`src/rtl/multicycle_control_unit.sv`:
```
// multicycle_control_unit: multicycle MIPS control FSM with memory handshake, error detection and retire counter
// Optional feature: define MULTICYCLE_JUMP_EN to decode opcode 0x02 as a jump; otherwise 0x02 is illegal.
// Ports: clock, reset (async, active-low); opcode, funct, zero, mem_ready in;
//   MemRead/MemWrite/IorD/IRWrite, RegDst/MemToReg/RegWrite, ALUsrcA/ALUsrcB, PCSource, pc_en, ALU_Ctrl,
//   state (debug), instr_done, instr_cnt, err, err_code out.
module multicycle_control_unit #(
   parameter int MEM_TIMEOUT = 16,
   parameter int TO_W        = 5,
   parameter int CNT_W       = 32
) (
   input  logic             clock,
   input  logic             reset,
   input  logic [5:0]       opcode,
   input  logic [5:0]       funct,
   input  logic             zero,
   input  logic             mem_ready,
   output logic             MemRead,
   output logic             MemWrite,
   output logic             IorD,
   output logic             IRWrite,
   output logic             RegDst,
   output logic             MemToReg,
   output logic             RegWrite,
   output logic             ALUsrcA,
   output logic [1:0]       ALUsrcB,
   output logic [1:0]       PCSource,
   output logic             pc_en,
   output logic [5:0]       ALU_Ctrl,
   output logic [3:0]       state,
   output logic             instr_done,
   output logic [CNT_W-1:0] instr_cnt,
   output logic             err,
   output logic [1:0]       err_code
);
   typedef enum logic [3:0] {
      FETCH  = 4'd0,
      DECODE = 4'd1,
      MEMADR = 4'd2,
      MEMRD  = 4'd3,
      MEMWB  = 4'd4,
      MEMWR  = 4'd5,
      EXEC   = 4'd6,
      ALUWB  = 4'd7,
      BRANCH = 4'd8,
      ADDIEX = 4'd9,
      ADDIWB = 4'd10,
`ifdef MULTICYCLE_JUMP_EN
      JUMP   = 4'd11,
`endif
      ERROR  = 4'd15
   } state_t;
   state_t          st, nxt;
   logic [1:0]      nxt_code;
   logic [TO_W-1:0] wait_cnt;
   logic            waiting, timeout, funct_ok;
   assign funct_ok = funct inside {6'h20, 6'h22, 6'h24, 6'h25, 6'h26, 6'h27};
   assign waiting  = (st == FETCH || st == MEMRD || st == MEMWR) && !mem_ready;
   // a ready on the deadline cycle completes the access instead of timing out
   assign timeout  = waiting && (MEM_TIMEOUT > 0) && wait_cnt == TO_W'(MEM_TIMEOUT - 1);
   assign state    = st;
   assign err      = st == ERROR;
   always_comb begin
      nxt      = st;
      nxt_code = err_code;
      case (st)
         FETCH:  nxt = mem_ready ? DECODE : FETCH;
         DECODE:
            case (opcode)
               6'h23, 6'h2B: nxt = MEMADR;
               6'h00:        nxt = EXEC;
               6'h08:        nxt = ADDIEX;
               6'h04:        nxt = BRANCH;
`ifdef MULTICYCLE_JUMP_EN
               6'h02:        nxt = JUMP;
`endif
               default: begin
                  nxt      = ERROR;
                  nxt_code = 2'b01;
               end
            endcase
         MEMADR: nxt = opcode == 6'h23 ? MEMRD : MEMWR;
         MEMRD:  nxt = mem_ready ? MEMWB : MEMRD;
         MEMWR:  nxt = mem_ready ? FETCH : MEMWR;
         EXEC: begin
            nxt      = funct_ok ? ALUWB : ERROR;
            nxt_code = funct_ok ? err_code : 2'b10;
         end
         ADDIEX: nxt = ADDIWB;
         MEMWB, ALUWB, BRANCH, ADDIWB: nxt = FETCH;
`ifdef MULTICYCLE_JUMP_EN
         JUMP:   nxt = FETCH;
`endif
         ERROR:  nxt = ERROR;
         default: begin
            nxt      = ERROR;
            nxt_code = 2'b01;
         end
      endcase
      if (timeout) begin
         nxt      = ERROR;
         nxt_code = 2'b11;
      end
   end
   always_ff @(posedge clock or negedge reset)
      if (!reset) begin
         st        <= FETCH;
         err_code  <= 2'b00;
         wait_cnt  <= '0;
         instr_cnt <= '0;
      end else begin
         st        <= nxt;
         err_code  <= nxt_code;
         wait_cnt  <= (waiting && nxt == st) ? wait_cnt + TO_W'(1) : '0;
         if (instr_done) instr_cnt <= instr_cnt + CNT_W'(1);
      end
   always_comb begin
      MemRead    = 1'b0;
      MemWrite   = 1'b0;
      IorD       = 1'b0;
      IRWrite    = 1'b0;
      RegDst     = 1'b0;
      MemToReg   = 1'b0;
      RegWrite   = 1'b0;
      ALUsrcA    = 1'b0;
      ALUsrcB    = 2'b00;
      PCSource   = 2'b00;
      pc_en      = 1'b0;
      ALU_Ctrl   = 6'h20;
      instr_done = 1'b0;
      case (st)
         FETCH: begin
            MemRead = 1'b1;
            ALUsrcB = 2'b01;
            IRWrite = mem_ready;
            pc_en   = mem_ready;
         end
         DECODE: ALUsrcB = 2'b11;
         MEMADR: begin
            ALUsrcA = 1'b1;
            ALUsrcB = 2'b10;
         end
         MEMRD: begin
            MemRead = 1'b1;
            IorD    = 1'b1;
         end
         MEMWB: begin
            MemToReg   = 1'b1;
            RegWrite   = 1'b1;
            instr_done = 1'b1;
         end
         MEMWR: begin
            MemWrite   = 1'b1;
            IorD       = 1'b1;
            instr_done = mem_ready;
         end
         EXEC: begin
            ALUsrcA  = 1'b1;
            ALU_Ctrl = funct_ok ? funct : 6'h20;
         end
         ALUWB: begin
            RegDst     = 1'b1;
            RegWrite   = 1'b1;
            instr_done = 1'b1;
         end
         BRANCH: begin
            ALUsrcA    = 1'b1;
            ALU_Ctrl   = 6'h22;
            PCSource   = 2'b01;
            pc_en      = zero;
            instr_done = 1'b1;
         end
         ADDIEX: begin
            ALUsrcA = 1'b1;
            ALUsrcB = 2'b10;
         end
         ADDIWB: begin
            RegWrite   = 1'b1;
            instr_done = 1'b1;
         end
`ifdef MULTICYCLE_JUMP_EN
         JUMP: begin
            PCSource   = 2'b10;
            pc_en      = 1'b1;
            instr_done = 1'b1;
         end
`endif
         default: ;
      endcase
   end
endmodule
```
`config.mk`:
```
export PLATFORM = sky130hd
export DESIGN_NAME = multicycle_control_unit
export DESIGN_NICKNAME = d
export VERILOG_FILES = /design/src/rtl/multicycle_control_unit.sv
export SDC_FILE = /design/constraint.sdc
export NUM_CORES = 1
export LEC_CHECK = 0
export CORE_MARGIN = 4
export CORE_UTILIZATION = 25
export DETAILED_ROUTE_END_ITERATION = 7
export PLACE_DENSITY_LB_ADDON = 0.25
export SYNTH_ARGS = -nofsm -noshare
export SYNTH_HDL_FRONTEND = slang
export SYNTH_SLANG_ARGS = --single-unit
```
`constraint.sdc`:
```
create_clock -name clock -period 3.7 [get_ports clock]
set_clock_uncertainty 0.05 [all_clocks]
set_input_delay 0.74 -clock clock [delete_from_list [all_inputs] [get_ports clock]]
set_output_delay 0.74 -clock clock [all_outputs]
set_load 0.05 [all_outputs]
```
==> key figures, run 1 <==
Route
  – Starting DRC count in detailed routing: 51
  – DR WL/cell: 12.83 um
  – Antenna viol nets, final: 0
  – Via-to-Cell Ratio: 4.460
  – DRT Pass-1 Iters: 4
  – Vias: 2096
  – DRT Wirelength: 6.032 mm
  – Detailed-route DRC error count: 0

Synthesis
  – Synth unique cells: 47
  – Post-Synth XOR/XNOR Area: 0.1247
  – Yosys warning count: 0
  – Synth cell count leaders: dfrtp_1 (43), nand2_1 (31), xnor2_1 (26)
  – Synth Register Bits: 43
  – Top cell type's share of synthesized area: 0.4379
  – Synth top area cells: dfrtp_1 (44%), xnor2_1 (9.3%), nand2_1 (4.7%)
  – Syn avg cell area: 9.169 um2
  – Synth area leader: dfrtp_1
  – Largest family of logic cells by synthesized area: simple AND/OR/NAND/NOR gates
  – Mapped cell area: 2457 um2
  – Post-synthesis async set-or-reset flop share: 1.000
  – Compound-Gate Fraction of Synth Area: 0.08554
  – Synth Area in Simple Gates: 0.2867
  – Count leader, synth: dfrtp_1
  – Synth Instances: 268
  – EDFF count, synth: 0
  – Sequential fraction of the synthesis area: 0.4379
  – Adder-Cell Fraction of Synth Area: 0.01527
  – Multiplexer share of the synthesized area: 0.008147
  – Most common flop cell mapped by yosys: dfrtp_1

Clocking
  – Clock sink count: 43
  – Clock transition at path regs: 0.08 ns
  – H-tree Lvls: 2
  – Num CTS Buffers: 5
  – PostCTS Resize Cnt: 0
  – Worst-Skew Late Latency: 0.29 ns
  – CTS tree: done
  – Clk root buf: clkbuf_8
  – Clock buffer depth: 2
  – Post-CTS Repair Setup Buffers: 0
  – # hold bufs at CTS: 0

Worst setup path
  – CP Launch Type: primary input
  – Setup CP Type: primary input to output pin
  – CP required: 2.91 ns
  – CP max stage delay: 0.80 ns
  – Cell repeated most along the worst path: clkdlybuf4s50_1
  – Buffers & Inverters on Critical Path: 2
  – CP max stage cell: clkdlybuf4s50_1
  – Flop2flop setup slack: 1.21 ns
  – Element type at the critical path end: output pin
  – Crit Path Max Fanout: 2
  – Crit path cell chain: clkdlybuf4s50_1, nor3b_1, and3_1, and2_1, clkdlybuf4s50_1
  – Delay-heaviest family, CP: buffers and inverters
  – Arr. time, crit path: 2.53 ns

STA
  – Min cycle time layout: 3.316 ns
  – Period utilization: 0.8961
  – Hold Vio Cnt, Final: 0
  – Fmax achieved: 301.6 MHz
  – Final setup viols: 0
  – Rel. slew slack: 0.3750
  – WHS: 0.4073 ns
  – RSZ-0062 raised after global routing: false
  – Setup TNS: 0 ns
  – Least-Margin Pin Slew: 0.9375 ns
  – Pins over their slew limit: 0
  – Fin worst setup slack: 0.3845 ns

Placement
  – GPL Wtd Cong: 0.7763
  – Dpl cell area: 3307 um2
  – Final HPWL DP: 4.615 mm
  – Port Buffer Count: 70
  – Placed Cells: 462
  – Worst slack at placement: 0.3716 ns

Layout
  – Fill cells: 983
  – Layout cell share with drive strength beyond 1: 0.07625
  – Fin util: 0.3599
  – Multi-input logic area: 1294 um2
  – FF/Latch Area: 1076 um2
  – Cell area after layout: 3388 um2
  – Fin cells: 470
  – Layout Nets: 359
  – Ant diodes: 0
  – Synthesis-to-layout area growth: 37.88%

Floorplanning
  – CORE AREA: 9415 um2
  – Die Y: 107.1 um
  – Top Ports: 75
  – Rows: 35
  – Die footprint: 11480 um2
  – Initial core utilization: 0.2610
  – Chip width: 107.1 um

Global route
  – First-pass GRT wire length: 9.942 mm
  – Total track usage: 0.1061
  – Gr ovfl total: 0
  – Largest net degree at the start of global routing: 44
  – Initial antenna violation count: 0
  – Number of global-route vias before repair: 1988

Power
  – LEAKAGE: 1.349 nW
  – Pwr/cell area: 718.8 nW/um2
  – Worst VDD drop: 0.1899 mV
  – Total Power: 2.435 mW

Min path
  – Worst min path class: flop to flop

Run
  – # Max-Cap Violations: 0

Run status
  – Status: complete, no violations
## area by class of cell
cell class / instances / share of cell area
multi-input combinational: 207 / 0.3818
sequential: 43 / 0.3176
timing repair buffer: 77 / 0.2223
tap: 129 / 0.04764
clock buffer: 7 / 0.02253
inverter: 6 / 0.006647
clock inverter: 1 / 0.001477
## worst reg2reg max path, cell delays in order, from the launching register on
cell,delay (ns)
dfrtp_1,0.40
ha_1,0.22
and3_1,0.19
ha_1,0.22
nor2b_1,0.16
a21o_1,0.15
a32oi_1,0.26
a31oi_1,0.13
or4_4,0.53
nor2_1,0.11
## report_power, final
group	switching (mW)	internal, mW	total, mW
clock network	0.152	0.133	0.285
registers	0.111	0.547	0.658
logic	0.962	0.530	1.49
## path summary, 6_finish.rpt
path / start / to / cells past startpoint
min reg2reg: wait_cnt[0]$_DFF_PN0_ / wait_cnt[0]$_DFF_PN0_ / 1
min in group asynchronous: reset / instr_cnt[29]$_DFFE_PN0P_ / 1
max: funct[5] / ALU_Ctrl[0] / 5
min: wait_cnt[0]$_DFF_PN0_ / wait_cnt[0]$_DFF_PN0_ / 1
max reg2reg: wait_cnt[0]$_DFF_PN0_ / wait_cnt[2]$_DFF_PN0_ / 9
max in group asynchronous: reset / wait_cnt[2]$_DFF_PN0_ / 1
## per-layer routing
metal	GRT usage	part of all wire	up-vias
met5	0	0	-
met2	0.1618	0.46	45
met1	0.1515	0.49	986
met3	0.02408	0.041	7
met4	0.02648	0.0094	0
li1	-	-	1058
## placed cells by master (no fill, tap or decap), types with 2 or more instances in the layout
| cell | instances |
|---|---|
| buf_4 | 9 |
| inv_1 | 6 |
| nand2_1 | 31 |
| clkbuf_8 | 5 |
| nand3_1 | 16 |
| and4_1 | 3 |
| o211ai_1 | 2 |
| nor3b_1 | 3 |
| xor2_1 | 9 |
| o21ai_0 | 7 |
| nand4_1 | 7 |
| xnor2_1 | 26 |
| clkdlybuf4s50_1 | 66 |
| and2_1 | 2 |
| ha_1 | 3 |
| or2_2 | 2 |
| and3_1 | 8 |
| a21oi_1 | 9 |
| nand2b_1 | 8 |
| mux2i_1 | 2 |
| clkbuf_1 | 2 |
| conb_1 | 4 |
| nor3_2 | 2 |
| nor2_1 | 21 |
| nor3_1 | 7 |
| nor4b_1 | 2 |
| nor2b_1 | 6 |
| a21o_1 | 4 |
| dfrtp_1 | 43 |
| or4_4 | 2 |
| or3_1 | 5 |
## kinds of logic (layout without fill, tap and decap cells)
logic type / count (synthesis) / in the layout
compound gates: 32 / 32
xor+xnor: 35 / 35
fa+ha+maj: 3 / 3
buf+inv: 20 / 91
flops: 43 / 43
mux: 2 / 2
other cells: 2 / 4
simple gates: 131 / 131
## state kept, by name (all words and copies together), names as in the netlist
name and flops:
instr_cnt 32, err_code 2, state 4, wait_cnt 5
(Power assumes the default switching activity.)
==> run 2: changes to the inputs <==
--- a/config.mk
+++ b/config.mk
@@ -7,6 +7,7 @@
 export LEC_CHECK = 0
 export CORE_MARGIN = 4
 export CORE_UTILIZATION = 25
+export CTS_BUF_LIST = sky130_fd_sc_hd__clkbuf_16
 export DETAILED_ROUTE_END_ITERATION = 7
 export PLACE_DENSITY_LB_ADDON = 0.25
 export SYNTH_ARGS = -nofsm -noshare
==> run 2 against run 1 <==
- final area is 1.7% higher
- power is 5.0% higher
- critical path depth did not move
- first-iteration DRC count is 43% higher
- register-to-register slack is essentially flat
- largest power group unchanged
==> key figures, run 2 (synthesized netlist as in run 1, its figures left out) <==
Placement
  – Final HPWL DP: 4.615 mm (unchanged)
  – Dpl cell area: 3307 um2 (unchanged)
  – Port Buffer Count: 70 (unchanged)
  – Placed Cells: 462 (unchanged)
  – GPL Wtd Cong: 0.7763 (unchanged)

Route
  – Via-to-Cell Ratio: 4.436 (-0.52%)
  – DR WL/cell: 12.76 um (-0.55%)
  – Antenna viol nets, final: 0 (unchanged)
  – DRT Pass-1 Iters: 6 (+2)
  – Vias: 2085 (-0.52%)
  – Starting DRC count in detailed routing: 73 (+43%)
  – DRT Wirelength: 5.999 mm (-0.55%)
  – Detailed-route DRC error count: 0 (unchanged)

STA
  – Least-Margin Pin Slew: 0.9320 ns (-0.005480 ns)
  – Pins over their slew limit: 0 (unchanged)
  – WHS: 0.4044 ns (-0.002928 ns)
  – Hold Vio Cnt, Final: 0 (unchanged)
  – Setup TNS: 0 ns (unchanged)
  – Final setup viols: 0 (unchanged)
  – Period utilization: 0.8961 (unchanged)
  – RSZ-0062 raised after global routing: false
  – Min cycle time layout: 3.316 ns (unchanged)
  – Rel. slew slack: 0.3787 (+0.003653)
  – Fmax achieved: 301.6 MHz (unchanged)

Global route
  – Number of global-route vias before repair: 1967 (-1.1%)
  – Met3 track demand over resource: 0.02408 (unchanged)
  – Initial antenna violation count: 0 (unchanged)
  – First-pass GRT wire length: 9.956 mm (+0.14%)
  – Met1 GRT Util: 0.1514 (about the same)
  – Total track usage: 0.1057 (-0.0004077)
  – Gr ovfl total: 0 (unchanged)
  – Largest net degree at the start of global routing: 44 (unchanged)
  – M2 GR Usage: 0.1618 (unchanged)
  – Grt peak-use layer: met2

Run status
  – Status: complete, no violations

Floorplanning
  – CORE AREA: 9415 um2 (unchanged)
  – Die Y: 107.1 um (unchanged)
  – Rows: 35 (unchanged)
  – Chip width: 107.1 um (unchanged)
  – Top Ports: 75 (unchanged)
  – Initial core utilization: 0.2610 (unchanged)
  – Die footprint: 11480 um2 (unchanged)

Clocking
  – Clock sink count: 43 (unchanged)
  – PostCTS Resize Cnt: 0 (unchanged)
  – # hold bufs at CTS: 0 (unchanged)
  – Clk root buf: clkbuf_16
  – Worst-Skew Late Latency: 0.28 ns (about the same)
  – Num CTS Buffers: 5 (unchanged)
  – Post-CTS Repair Setup Buffers: 0 (unchanged)
  – CTS tree: done
  – Clock buffer depth: 2 (unchanged)
  – Clock transition at path regs: 0.06 ns (-0.02 ns)
  – H-tree Lvls: 2 (unchanged)

Worst setup path
  – Setup CP Type: primary input to output pin
  – Arr. time, crit path: 2.53 ns (about the same)
  – CP required: 2.91 ns (about the same)
  – Element type at the critical path end: output pin
  – Crit Path Max Fanout: 2 (unchanged)
  – CP Launch Type: primary input

Layout
  – Layout cell share with drive strength beyond 1: 0.07625 (unchanged)
  – Layout Nets: 359 (unchanged)
  – Cell area after layout: 3445 um2 (+1.7%)
  – Most frequent cells in the layout: clkdlybuf4s50_1 (66), dfrtp_1 (43), nand2_1 (31), xnor2_1 (26), nor2_1 (21)
  – Ant diodes: 0 (unchanged)
  – Most common cell after layout, fill and taps aside: clkdlybuf4s50_1
  – Max reg flops: 32 (unchanged)
  – Synthesis-to-layout area growth: 40.17%
  – Fin cells: 470 (unchanged)
  – Reg with most FFs: instr_cnt

Run
  – # Max-Cap Violations: 0 (unchanged)

Min path
  – Worst min path class: flop to flop

Power
  – LEAKAGE: 1.383 nW (+2.5%)
  – Pwr/cell area: 742.7 nW/um2 (+3.3%)
  – Worst VDD drop: 0.1909 mV (+0.51%)
==> run 2: worst max-delay path, cell delays in order <==
cell and delay [ns]:
clkdlybuf4s50_1 0.44, nor3b_1 0.22, and3_1 0.20, and2_1 0.12, clkdlybuf4s50_1 0.80
==> run 2: report_power, final <==
group          internal [mW]  switching [mW]  leakage (nW)
logic                  0.530           0.960         0.761
registers              0.548           0.112         0.546
clock network          0.244           0.165        0.0762
==> run 2: layer usage <==
| layer | part of all wire | vias up |
|---|---|---|
| met3 | 0.044 | 4 |
| met4 | 0.0072 | 0 |
| li1 | - | 1059 |
| met2 | 0.46 | 43 |
| met5 | 0 | - |
| met1 | 0.49 | 979 |
==> run 2: per-stage QoR <==
stage	utilization	setup WS, ns	power [mW]
3_3_place_gp	0.3512	0.4249	2.168
4_1_cts	0.3658	0.3716	2.586
6_report	0.3658	0.3845	2.558
2_1_floorplan	-	0.06777	1.684
3_5_place_dp	0.3512	0.3716	2.169
5_1_grt	0.3658	0.2964	2.719
==> run 2: path summary, 6_finish.rpt <==
kind / startpoint / endpoint / slack, ns / cells after the start
worst min-delay path: wait_cnt[0]$_DFF_PN0_ / wait_cnt[0]$_DFF_PN0_ / 0.40 / 1
max in group asynchronous: reset / wait_cnt[2]$_DFF_PN0_ / 2.46 / 1
worst max-delay path: funct[5] / ALU_Ctrl[0] / 0.38 / 5
worst min register to register: wait_cnt[0]$_DFF_PN0_ / wait_cnt[0]$_DFF_PN0_ / 0.40 / 1
min in group asynchronous: reset / instr_cnt[29]$_DFFE_PN0P_ / 0.56 / 1
worst max register to register: wait_cnt[0]$_DFF_PN0_ / wait_cnt[2]$_DFF_PN0_ / 1.22 / 9
==> run 2: layout make-up <==
cell class	instances	area, um2
fill	974	5971
multi-input combinational	207	1294
sequential	43	1076
timing repair buffer	77	753.2
tap	129	161.4
clock buffer	5	125.1
inverter	6	22.52
clock inverter	3	12.51
